[src/rtl/psg_pan_mixer.sv]
// Time-multiplexed stereo pan mixer for NCH unsigned PSG channels.
// One channel is accumulated per clock, then left-justified, gain-shifted and saturated.
module psg_pan_mixer #(
  parameter int NCH   = 3,
  parameter int IN_W  = 8,
  parameter int OUT_W = 16
) (
  input  logic                clk_sys,
  input  logic                reset,
  input  logic                ce_sample,
  input  logic [NCH*IN_W-1:0] ch_in,
  input  logic [2*NCH-1:0]    pan,
  input  logic                mono,
  input  logic [1:0]          gain,
  output logic [OUT_W-1:0]    audio_l,
  output logic [OUT_W-1:0]    audio_r,
  output logic                sample_valid,
  output logic                busy,
  output logic                overrun
);

  localparam int ACC_W = IN_W + $clog2(NCH);
  localparam int IDX_W = $clog2(NCH);
  localparam int SW    = OUT_W + 3;

  typedef enum logic [1:0] {IDLE, ACCUM, SCALE, OUT} state_t;

  state_t              r_state;
  logic [NCH*IN_W-1:0] r_ch;
  logic [2*NCH-1:0]    r_pan;
  logic                r_mono;
  logic [1:0]          r_gain;
  logic [IDX_W-1:0]    r_idx;
  logic [ACC_W-1:0]    r_acc_l, r_acc_r;
  logic [OUT_W-1:0]    r_audio_l, r_audio_r;
  logic                r_valid, r_busy, r_overrun;

  logic [IN_W-1:0]     w_ch_k;
  logic [1:0]          w_pan_k;
  logic                w_add_l, w_add_r;

  assign w_ch_k  = r_ch[int'(r_idx)*IN_W +: IN_W];
  assign w_pan_k = r_pan[2*int'(r_idx) +: 2];
  assign w_add_l = r_mono | w_pan_k[0];
  assign w_add_r = r_mono | w_pan_k[1];

  // Justify to OUT_W, shift by gain with 3 guard bits, clamp on any guard bit set.
  function automatic logic [OUT_W-1:0] scale(input logic [ACC_W-1:0] acc, input logic [1:0] g);
    logic [SW-1:0] s;
    s = SW'(acc) << (OUT_W - ACC_W);
    s = s << g;
    if (|s[SW-1:OUT_W]) return '1;
    return s[OUT_W-1:0];
  endfunction

  always_ff @(posedge clk_sys) begin
    if (reset) begin
      r_state   <= IDLE;
      r_ch      <= '0;
      r_pan     <= '0;
      r_mono    <= 1'b0;
      r_gain    <= '0;
      r_idx     <= '0;
      r_acc_l   <= '0;
      r_acc_r   <= '0;
      r_audio_l <= '0;
      r_audio_r <= '0;
      r_valid   <= 1'b0;
      r_busy    <= 1'b0;
      r_overrun <= 1'b0;
    end else begin
      r_valid <= 1'b0;
      if (ce_sample && r_busy) r_overrun <= 1'b1;
      case (r_state)
        IDLE: if (ce_sample) begin
          r_ch    <= ch_in;
          r_pan   <= pan;
          r_mono  <= mono;
          r_gain  <= gain;
          r_acc_l <= '0;
          r_acc_r <= '0;
          r_idx   <= '0;
          r_busy  <= 1'b1;
          r_state <= ACCUM;
        end
        ACCUM: begin
          if (w_add_l) r_acc_l <= r_acc_l + ACC_W'(w_ch_k);
          if (w_add_r) r_acc_r <= r_acc_r + ACC_W'(w_ch_k);
          r_idx <= r_idx + 1'b1;
          if (r_idx == IDX_W'(NCH - 1)) r_state <= SCALE;
        end
        // Outputs are loaded here so they and the valid pulse are visible during OUT.
        SCALE: begin
          r_audio_l <= scale(r_acc_l, r_gain);
          r_audio_r <= scale(r_acc_r, r_gain);
          r_valid   <= 1'b1;
          r_state   <= OUT;
        end
        OUT: begin
          r_busy  <= 1'b0;
          r_state <= IDLE;
        end
        default: r_state <= IDLE;
      endcase
    end
  end

  assign audio_l      = r_audio_l;
  assign audio_r      = r_audio_r;
  assign sample_valid = r_valid;
  assign busy         = r_busy;
  assign overrun      = r_overrun;

endmodule

[config.mk]
export PLATFORM = sky130hd
export DESIGN_NAME = psg_pan_mixer
export DESIGN_NICKNAME = d
export VERILOG_FILES = /design/src/rtl/psg_pan_mixer.sv
export SDC_FILE = /design/constraint.sdc
export NUM_CORES = 1
export LEC_CHECK = 0
export ABC_AREA = 1
export CAP_MARGIN = 20
export CORE_UTILIZATION = 55
export DETAILED_ROUTE_END_ITERATION = 8
export PLACE_DENSITY = 0.81
export SLEW_MARGIN = 20
export SYNTH_ARGS = -nofsm -noshare
export SYNTH_HDL_FRONTEND = slang
export SYNTH_SLANG_ARGS = --single-unit
export TNS_END_PERCENT = 10
[constraint.sdc]
create_clock -name clk_sys -period 3.2 [get_ports clk_sys]
set_input_delay 0.96 -clock clk_sys [delete_from_list [all_inputs] [get_ports clk_sys]]
set_output_delay 0.96 -clock clk_sys [all_outputs]
set_load 0.01 [all_outputs]
==> qor.txt, run 1 <==
========================================================================================
PostCTS Resize Cnt                                                                     0
Max incr delay on CP                                                             0.42 ns
Sw frac                                                                            43.7%
Sequential-to-total area share from yosys stat                                     34.4%
PwrDens                                                                       828 nW/µm²
Setup tns final                                                                     0 ns
Share of layout cells above drive strength 1                                       6.52%
Transition time of the tightest slew-check pin                                  0.638 ns
Area taken by multi-input logic gates                                           2580 µm²
Cell with the largest stage delay on the worst path                         sky130_fd_sc_hd__dfxtp_1
Maximum number of pins on one net before global-route repair                          40
Worst hold endpoint                                                         r_pan[3]$_SDFFE_PP0P_
Vias post-DR                                                                       4,716
Cell count after synthesis                                                           745
Critical register-to-register path endpoint                                 r_acc_r[8]$_SDFFE_PP0P_
Max-capacitance violation count                                                        0
Total Nets Final                                                                     851
Via count of the first global-routing pass                                         4,349
Global-route wire length before repair                                         19,400 µm
Port Buffer Count                                                                     70
Number of antenna diodes                                                               0
Num CTS Buffers                                                                        9
Count of pins on the block boundary                                                   71
Upper clock frequency limit                                                      367 MHz
Final Power                                                                      4.66 mW
Crit path cell chain                                                        inv_1, nor2_1, nand2_1, o21ai_0, ha_1, inv_1, fa_1, inv_1, nand3_1, nand2_1, a21oi_1, nor2_1, nand2_1, nand2_1, nor2_1
Die boundary height                                                              95.1 µm
Remaining global-route overflow                                                        0
Filler cells                                                                         784
Total instance count after detailed placement                                        886
Cell at the root of the clock tree                                          sky130_fd_sc_hd__clkbuf_8
Total of warnings raised by yosys                                                      0
Startpoint-to-endpoint class of the critical path                           flip-flop to flip-flop
Total number of placement rows                                                        33
Post-route minimum period                                                        2.73 ns
Overall Global Routing Usage                                                       27.7%
Clock network power share                                                          17.3%
Initial DRC count                                                                    188
Aggregate routed wire length                                                   11,800 µm
Setup violators final                                                                  0
Source of the worst register-to-register timing path                        r_idx[1]$_SDFFE_PP0P_
Peak supply drop                                                                0.423 mV
Part of the power in registers                                                     33.0%
Net switching power figure                                                       2.04 mW
Level count of the clock H-tree                                                        3
Yosys cell types                                                                      34
Cells on Worst Hold Path                                                               2
Weighted congestion reported at the end of routability-driven placement            0.934
Storage cell area                                                               1640 µm²
Worst-case clock buffer depth                                                          2
Relative max-transition margin                                                     57.0%
Number of synthesized register bits                                                   82
Final Cycle Share                                                                  85.2%
Clock insertion delay at the later pin of the skew report                        0.36 ns
Initial standard-cell utilization of the core                                      57.5%
RSZ-0062 raised after global routing                                               false
Mean routed wirelength per cell                                                  13.1 µm
Critical path capture point type                                               flip-flop
CTS tree                                                                           built
Overall die width                                                                95.1 µm
FF-to-FF setup slack                                                             0.47 ns
Worst R2R Path Depth                                                                  15
Worst path bufs/invs                                                                   3
Cell class contributing the biggest share of worst-path delay               simple AND/OR/NAND/NOR gates
Highest net fanout along the worst path                                               11
Sinks on Clock Net                                                                    82
Initial antenna violation count                                                        0
Total Die Area                                                                  9050 µm²
Endpoint required time on the critical path                                      3.46 ns
Post-cts hold buffer count                                                             0
Share of total power in combinational logic                                        49.7%
Mapped Avg Cell Area                                                            6.40 µm²
Worst Setup Start Kind                                                         flip-flop
Number of post-CTS setup repair buffers                                                0
Number of search-and-repair iterations in the first detailed-routing pass              5
Clock Skews                                                                   0.00954 ns
Final number of hold-violating endpoints                                               0
Class of the tightest hold or removal check                                 flip-flop to flip-flop
Min-delay src                                                               r_pan[3]$_SDFFE_PP0P_
Critical Path Most Common Cell                                              sky130_fd_sc_hd__nand2_1
Final-report max-slew violation count                                                  0
Status                                                                      finished clean
Post-synthesis instance area                                                    4770 µm²
Floorplan Core Area                                                             8300 µm²
ANT nets after route                                                                   0
Non-Filler Instances                                                                 902
Total DRC errors in the routed layout                                                  0
Estimated wirelength of the detail-placed design                                 9030 µm
Synth-to-Final Area Change                                                         17.9%
Internal                                                                         2.62 mW
Routed via count divided by cell count                                              5.23
Clock Pin Slew Worst Setup and Hold Paths                                        0.09 ns
Synth Net Count                                                                      804
Leakage power summed over all cells                                              2.61 nW
Worst endpoint data arrival time                                                 2.99 ns
========================================================================================
## cell type report
type	instances	area share [%]
multi-input combinational	540	45.8
timing repair buffer	77	13.4
clock buffer	10	2.45
inverter	82	5.50
sequential	82	29.2
clock inverter	6	1.29
tap	105	2.34
## worst max path at each step
stage / cells after the start / slack [ns] / endpoint / start
4_1_cts: 15 / 0.54 / r_acc_r[8]$_SDFFE_PP0P_ / r_idx[1]$_SDFFE_PP0P_
5_1_grt: 15 / 0.29 / r_acc_r[8]$_SDFFE_PP0P_ / r_idx[1]$_SDFFE_PP0P_
3_3_place_gp: 15 / 0.70 / r_acc_r[8]$_SDFFE_PP0P_ / r_idx[1]$_SDFFE_PP0P_
3_5_place_dp: 15 / 0.56 / r_acc_r[8]$_SDFFE_PP0P_ / r_idx[1]$_SDFFE_PP0P_
6_report: 15 / 0.47 / r_acc_r[8]$_SDFFE_PP0P_ / r_idx[1]$_SDFFE_PP0P_
2_1_floorplan: 16 / 0.88 / r_acc_r[8]$_SDFFE_PP0P_ / r_idx[1]$_SDFFE_PP0P_
## state kept, by name (all words and copies together), names as in the netlist, 2 cells and up
register  count
r_state       2
r_gain        2
r_acc_l      10
audio_r      11
r_ch         24
audio_l      11
r_idx         2
r_pan         6
r_acc_r      10
## worst reg2reg max path: stages (launching register included)
cell                      delay (ns)
sky130_fd_sc_hd__dfxtp_1        0.42
sky130_fd_sc_hd__inv_1          0.19
sky130_fd_sc_hd__nor2_1         0.41
sky130_fd_sc_hd__nand2_1        0.09
sky130_fd_sc_hd__o21ai_0        0.16
sky130_fd_sc_hd__ha_1           0.29
sky130_fd_sc_hd__inv_1          0.07
sky130_fd_sc_hd__fa_1           0.40
sky130_fd_sc_hd__inv_1          0.09
sky130_fd_sc_hd__nand3_1        0.07
sky130_fd_sc_hd__nand2_1        0.11
sky130_fd_sc_hd__a21oi_1        0.07
sky130_fd_sc_hd__nor2_1         0.13
sky130_fd_sc_hd__nand2_1        0.06
sky130_fd_sc_hd__nand2_1        0.06
sky130_fd_sc_hd__nor2_1         0.03
## cells in the mapped netlist, drive strengths merged
| master | instances | share of area, % |
|---|---|---|
| nand2 | 202 | 16 |
| nor2 | 129 | 10 |
| o21ai | 84 | 9.0 |
| dfxtp | 82 | 34 |
| inv | 81 | 6.4 |
| a21oi | 44 | 5.2 |
| nand3 | 38 | 4.2 |
| buf | 26 | 3.9 |
| ha | 21 | 5.5 |
| clkbuf | 15 | 1.2 |
| or2 | 8 | 1.0 |
| a21boi | 2 | 0.31 |
| fa | 2 | 0.84 |
| nand3b | 2 | 0.31 |
| nand4 | 2 | 0.26 |
| xnor2 | 2 | 0.37 |
| a211oi | 1 | 0.16 |
| a32oi | 1 | 0.18 |
| clkinv | 1 | 0.10 |
| nor3 | 1 | 0.10 |
| o21a | 1 | 0.16 |
## routing by layer
| metal | up-vias | track usage (%) | wire [µm] |
|---|---|---|---|
| met5 | - | 0 | 0 |
| met4 | 0 | 9.72 | 183 |
| met3 | 16 | 3.91 | 502 |
| met2 | 135 | 49.9 | 5910 |
| met1 | 2128 | 33.4 | 5250 |
| li1 | 2437 | - | - |
## power groups by stage
stage	registers (mW)	logic (mW)	clock network, mW
detailed placement	1.56	2.30	0
global placement	1.54	2.24	0
CTS	1.53	2.31	0.815
finish	1.54	2.32	0.804
global route	1.57	2.61	0.863
floorplan	1.52	1.63	0
## cell families (layout without fill, tap and decap cells)
| logic type | Yosys count | in the layout | share of synthesized area (%) |
|---|---|---|---|
| compound gates | 133 | 133 | 15.0 |
| xor+xnor | 2 | 2 | 0.367 |
| fa+ha+maj | 23 | 23 | 6.35 |
| buf+inv | 123 | 175 | 11.6 |
| flops | 82 | 82 | 34.4 |
| simple gates | 382 | 382 | 32.3 |
## through the flow
stage,hold WS (ns),cell area [µm²],setup WS (ns),utilization (%)
after floorplan,0.429,4770,0.877,-
after global placement,0.459,5410,0.700,65.2
after detailed placement,0.464,5410,0.557,65.2
after CTS,0.477,5620,0.535,67.7
after global routing,0.501,5620,0.290,67.7
final,0.479,5620,0.474,67.7
## placed cells by master (no fill, tap or decap), drive strengths merged
cell / count
clkinvlp: 1
nand4: 2
o21ai: 84
o21a: 1
bufinv: 1
buf: 7
clkbuf: 10
nand3: 38
a32oi: 1
dfxtp: 82
nor3: 1
a21oi: 44
xnor2: 2
or2: 8
nor2: 129
clkdlybuf4s50: 70
a21boi: 2
nand3b: 2
ha: 21
nand2: 202
fa: 2
clkinv: 3
inv: 83
a211oi: 1
(Power assumes the default switching activity.)
==> inputs of run 2 (changes only) <==
- ABC_CLOCK_PERIOD_IN_PS: default -> 3200
- CTS_CLUSTER_DIAMETER: default -> 100
==> results of run 2 <==
No change in the layout: final DEF, timing and power equal those of run 1.
==> inputs of run 3 (changes only) <==
- ABC_CLOCK_PERIOD_IN_PS: 3200 -> 3400
- CORE_MARGIN: default -> 2
- CORE_UTILIZATION: 55 -> 59
- PLACE_DENSITY: 0.81 -> 0.86
- clock period: 3.2 -> 3.4 ns (I/O delays scaled with it)
==> qor.txt, run 3 (synthesis results as in run 1) <==
========================================================================================
Final-report max-slew violation count                                                  0
Level count of the clock H-tree                                                        3
Worst-case clock buffer depth                                                          2
PostCTS Resize Cnt                                                                     0
Port Buffer Count                                                                     70
Number of post-CTS setup repair buffers                                                0
Via count of the first global-routing pass                                         4,554
Maximum number of pins on one net before global-route repair                          40
RSZ-0062 raised after global routing                                               false
Initial standard-cell utilization of the core                                      61.4%
Aggregate routed wire length                                                   12,000 µm
Register name with the most flops                                                   r_ch
Clock insertion delay at the later pin of the skew report                        0.35 ns
Commonest non-fill, non-tap cells in the layout                             197 x sky130_fd_sc_hd__nand2_1, 129 x sky130_fd_sc_hd__nor2_1, 82 x sky130_fd_sc_hd__dfxtp_1
Worst endpoint data arrival time                                                 3.09 ns
Critical path capture point type                                               flip-flop
Clock Skews                                                                    0.0105 ns
Peak supply drop                                                                0.436 mV
Weighted congestion reported at the end of routability-driven placement            0.946
Post-route design area                                                          5600 µm²
Critical path origin                                                        r_idx[1]$_SDFFE_PP0P_
Min-delay src                                                               r_pan[3]$_SDFFE_PP0P_
Total DRC errors in the routed layout                                                  0
Post-route minimum period                                                        2.84 ns
Leakage power summed over all cells                                              2.60 nW
Mean routed wirelength per cell                                                  13.4 µm
Number of flip-flops under the largest register name                                  24
Status                                                                      finished clean
Post-cts hold buffer count                                                             0
Cell at the root of the clock tree                                          sky130_fd_sc_hd__clkbuf_8
Final Power                                                                      4.39 mW
Number of antenna diodes                                                               0
Clock Pin Slew Worst Setup and Hold Paths                                        0.08 ns
FF-to-FF setup slack                                                             0.56 ns
Share of layout cells above drive strength 1                                       5.92%
Source of the worst register-to-register timing path                        r_idx[1]$_SDFFE_PP0P_
Initial antenna violation count                                                        0
Synth-to-Final Area Change                                                         17.3%
Setup slack after placement                                                     0.605 ns
Max-capacitance violation count                                                        0
Total Nets Final                                                                     848
Upper clock frequency limit                                                      352 MHz
Commonest non-fill, non-tap cell in the layout                              sky130_fd_sc_hd__nand2_1
Floorplan Core Area                                                             7770 µm²
Cells on Worst Hold Path                                                               2
Non-Filler Instances                                                                 896
Critical register-to-register path endpoint                                 r_acc_l[8]$_SDFFE_PP0P_
Highest net fanout along the worst path                                               11
Overall Global Routing Usage                                                       28.9%
Estimated wirelength of the detail-placed design                                 9080 µm
Total placed instance area                                                      5390 µm²
Overall die width                                                                93.9 µm
Final number of hold-violating endpoints                                               0
ANT nets after route                                                                   0
Routed via count divided by cell count                                              5.27
Sinks on Clock Net                                                                    82
PnR worst setup slack                                                           0.558 ns
Vias post-DR                                                                       4,725
Class of the tightest hold or removal check                                 flip-flop to flip-flop
Transition time of the tightest slew-check pin                                  0.876 ns
Final Cycle Share                                                                  83.6%
Number of search-and-repair iterations in the first detailed-routing pass              5
Total Die Area                                                                  8820 µm²
Endpoint required time on the critical path                                      3.65 ns
Die boundary height                                                              93.9 µm
Startpoint-to-endpoint class of the critical path                           flip-flop to flip-flop
Total instance count after detailed placement                                        880
Num CTS Buffers                                                                        9
Worst hold endpoint                                                         r_pan[3]$_SDFFE_PP0P_
Relative max-transition margin                                                     41.5%
Worst Setup Start Kind                                                         flip-flop
CTS tree                                                                           built
Initial DRC count                                                                    239
Total number of placement rows                                                        32
Setup violators final                                                                  0
Worst R2R Path Depth                                                                  15
Remaining global-route overflow                                                        0
Global-route wire length before repair                                         20,300 µm
Setup tns final                                                                     0 ns
Count of pins on the block boundary                                                   71
PwrDens                                                                       785 nW/µm²
========================================================================================
-- run 3: cell count changes in the layout (fill, tap and decap cells not counted) --
cell and change:
sky130_fd_sc_hd__buf_4 -3, sky130_fd_sc_hd__clkbuf_1 +2, sky130_fd_sc_hd__clkinv_2 +2, sky130_fd_sc_hd__inv_6 -2
sky130_fd_sc_hd__bufinv_16 +1, sky130_fd_sc_hd__clkbuf_8 -1, sky130_fd_sc_hd__clkinv_4 -1, sky130_fd_sc_hd__clkinvlp_4 -1
-- run 3: worst max-delay path, stage by stage, from the launching register on --
cell and delay [ns]:
sky130_fd_sc_hd__dfxtp_1 0.41, sky130_fd_sc_hd__inv_1 0.18, sky130_fd_sc_hd__nor2_1 0.44, sky130_fd_sc_hd__nand2_1 0.08, sky130_fd_sc_hd__o21ai_0 0.17, sky130_fd_sc_hd__ha_1 0.32, sky130_fd_sc_hd__inv_1 0.08, sky130_fd_sc_hd__fa_1 0.40
sky130_fd_sc_hd__inv_1 0.09, sky130_fd_sc_hd__nand3_1 0.06, sky130_fd_sc_hd__nand3_1 0.14, sky130_fd_sc_hd__nand2_1 0.07, sky130_fd_sc_hd__nand2_1 0.10, sky130_fd_sc_hd__nand3_1 0.08, sky130_fd_sc_hd__nand2_1 0.09, sky130_fd_sc_hd__nor2_1 0.04
-- run 3: stage by stage --
stage | hold slack, ns | util, %
final | 0.480 | 72.0
after global routing | 0.492 | 72.0
after CTS | 0.479 | 72.0
after detailed placement | 0.465 | 69.3
after global placement | 0.458 | 69.3
after floorplan | 0.429 | -
-- run 3: how the worst max path moves through the flow --
| stage | endpoint | slack [ns] | cells after the start |
|---|---|---|---|
| finish | r_acc_l[8]$_SDFFE_PP0P_ | 0.56 | 15 |
| global route | r_acc_l[8]$_SDFFE_PP0P_ | 0.26 | 15 |
| CTS | r_acc_l[8]$_SDFFE_PP0P_ | 0.59 | 15 |
| detailed placement | r_acc_l[8]$_SDFFE_PP0P_ | 0.61 | 15 |
| global placement | r_acc_r[8]$_SDFFE_PP0P_ | 0.66 | 15 |
| floorplan | r_acc_r[8]$_SDFFE_PP0P_ | 1.08 | 16 |
-- run 3: area by class of cell --
| cell class | count | area, µm² |
|---|---|---|
| well taps | 102 | 128 |
| multi-input cells | 540 | 2580 |
| flip-flops and latches | 82 | 1640 |
| repair buffers | 74 | 731 |
| inverters | 82 | 309 |
| clock buffers | 11 | 131 |
| fillers | 632 | 2170 |
| clock inverters | 5 | 78.8 |
-- run 3: routing by layer --
layer	vias to the layer above	wire [µm]	GRT usage, %
met3	31	556	7.06
met2	132	5920	50.7
met1	2139	5180	33.8
met4	0	354	11.4
li1	2423	-	-
met5	-	0	0
-- run 3: where the power goes --
group / switching (mW) / leakage, nW / internal [mW]
clock network: 0.350 / 0.107 / 0.413
registers: 0.227 / 0.673 / 1.23
logic: 1.31 / 1.82 / 0.858
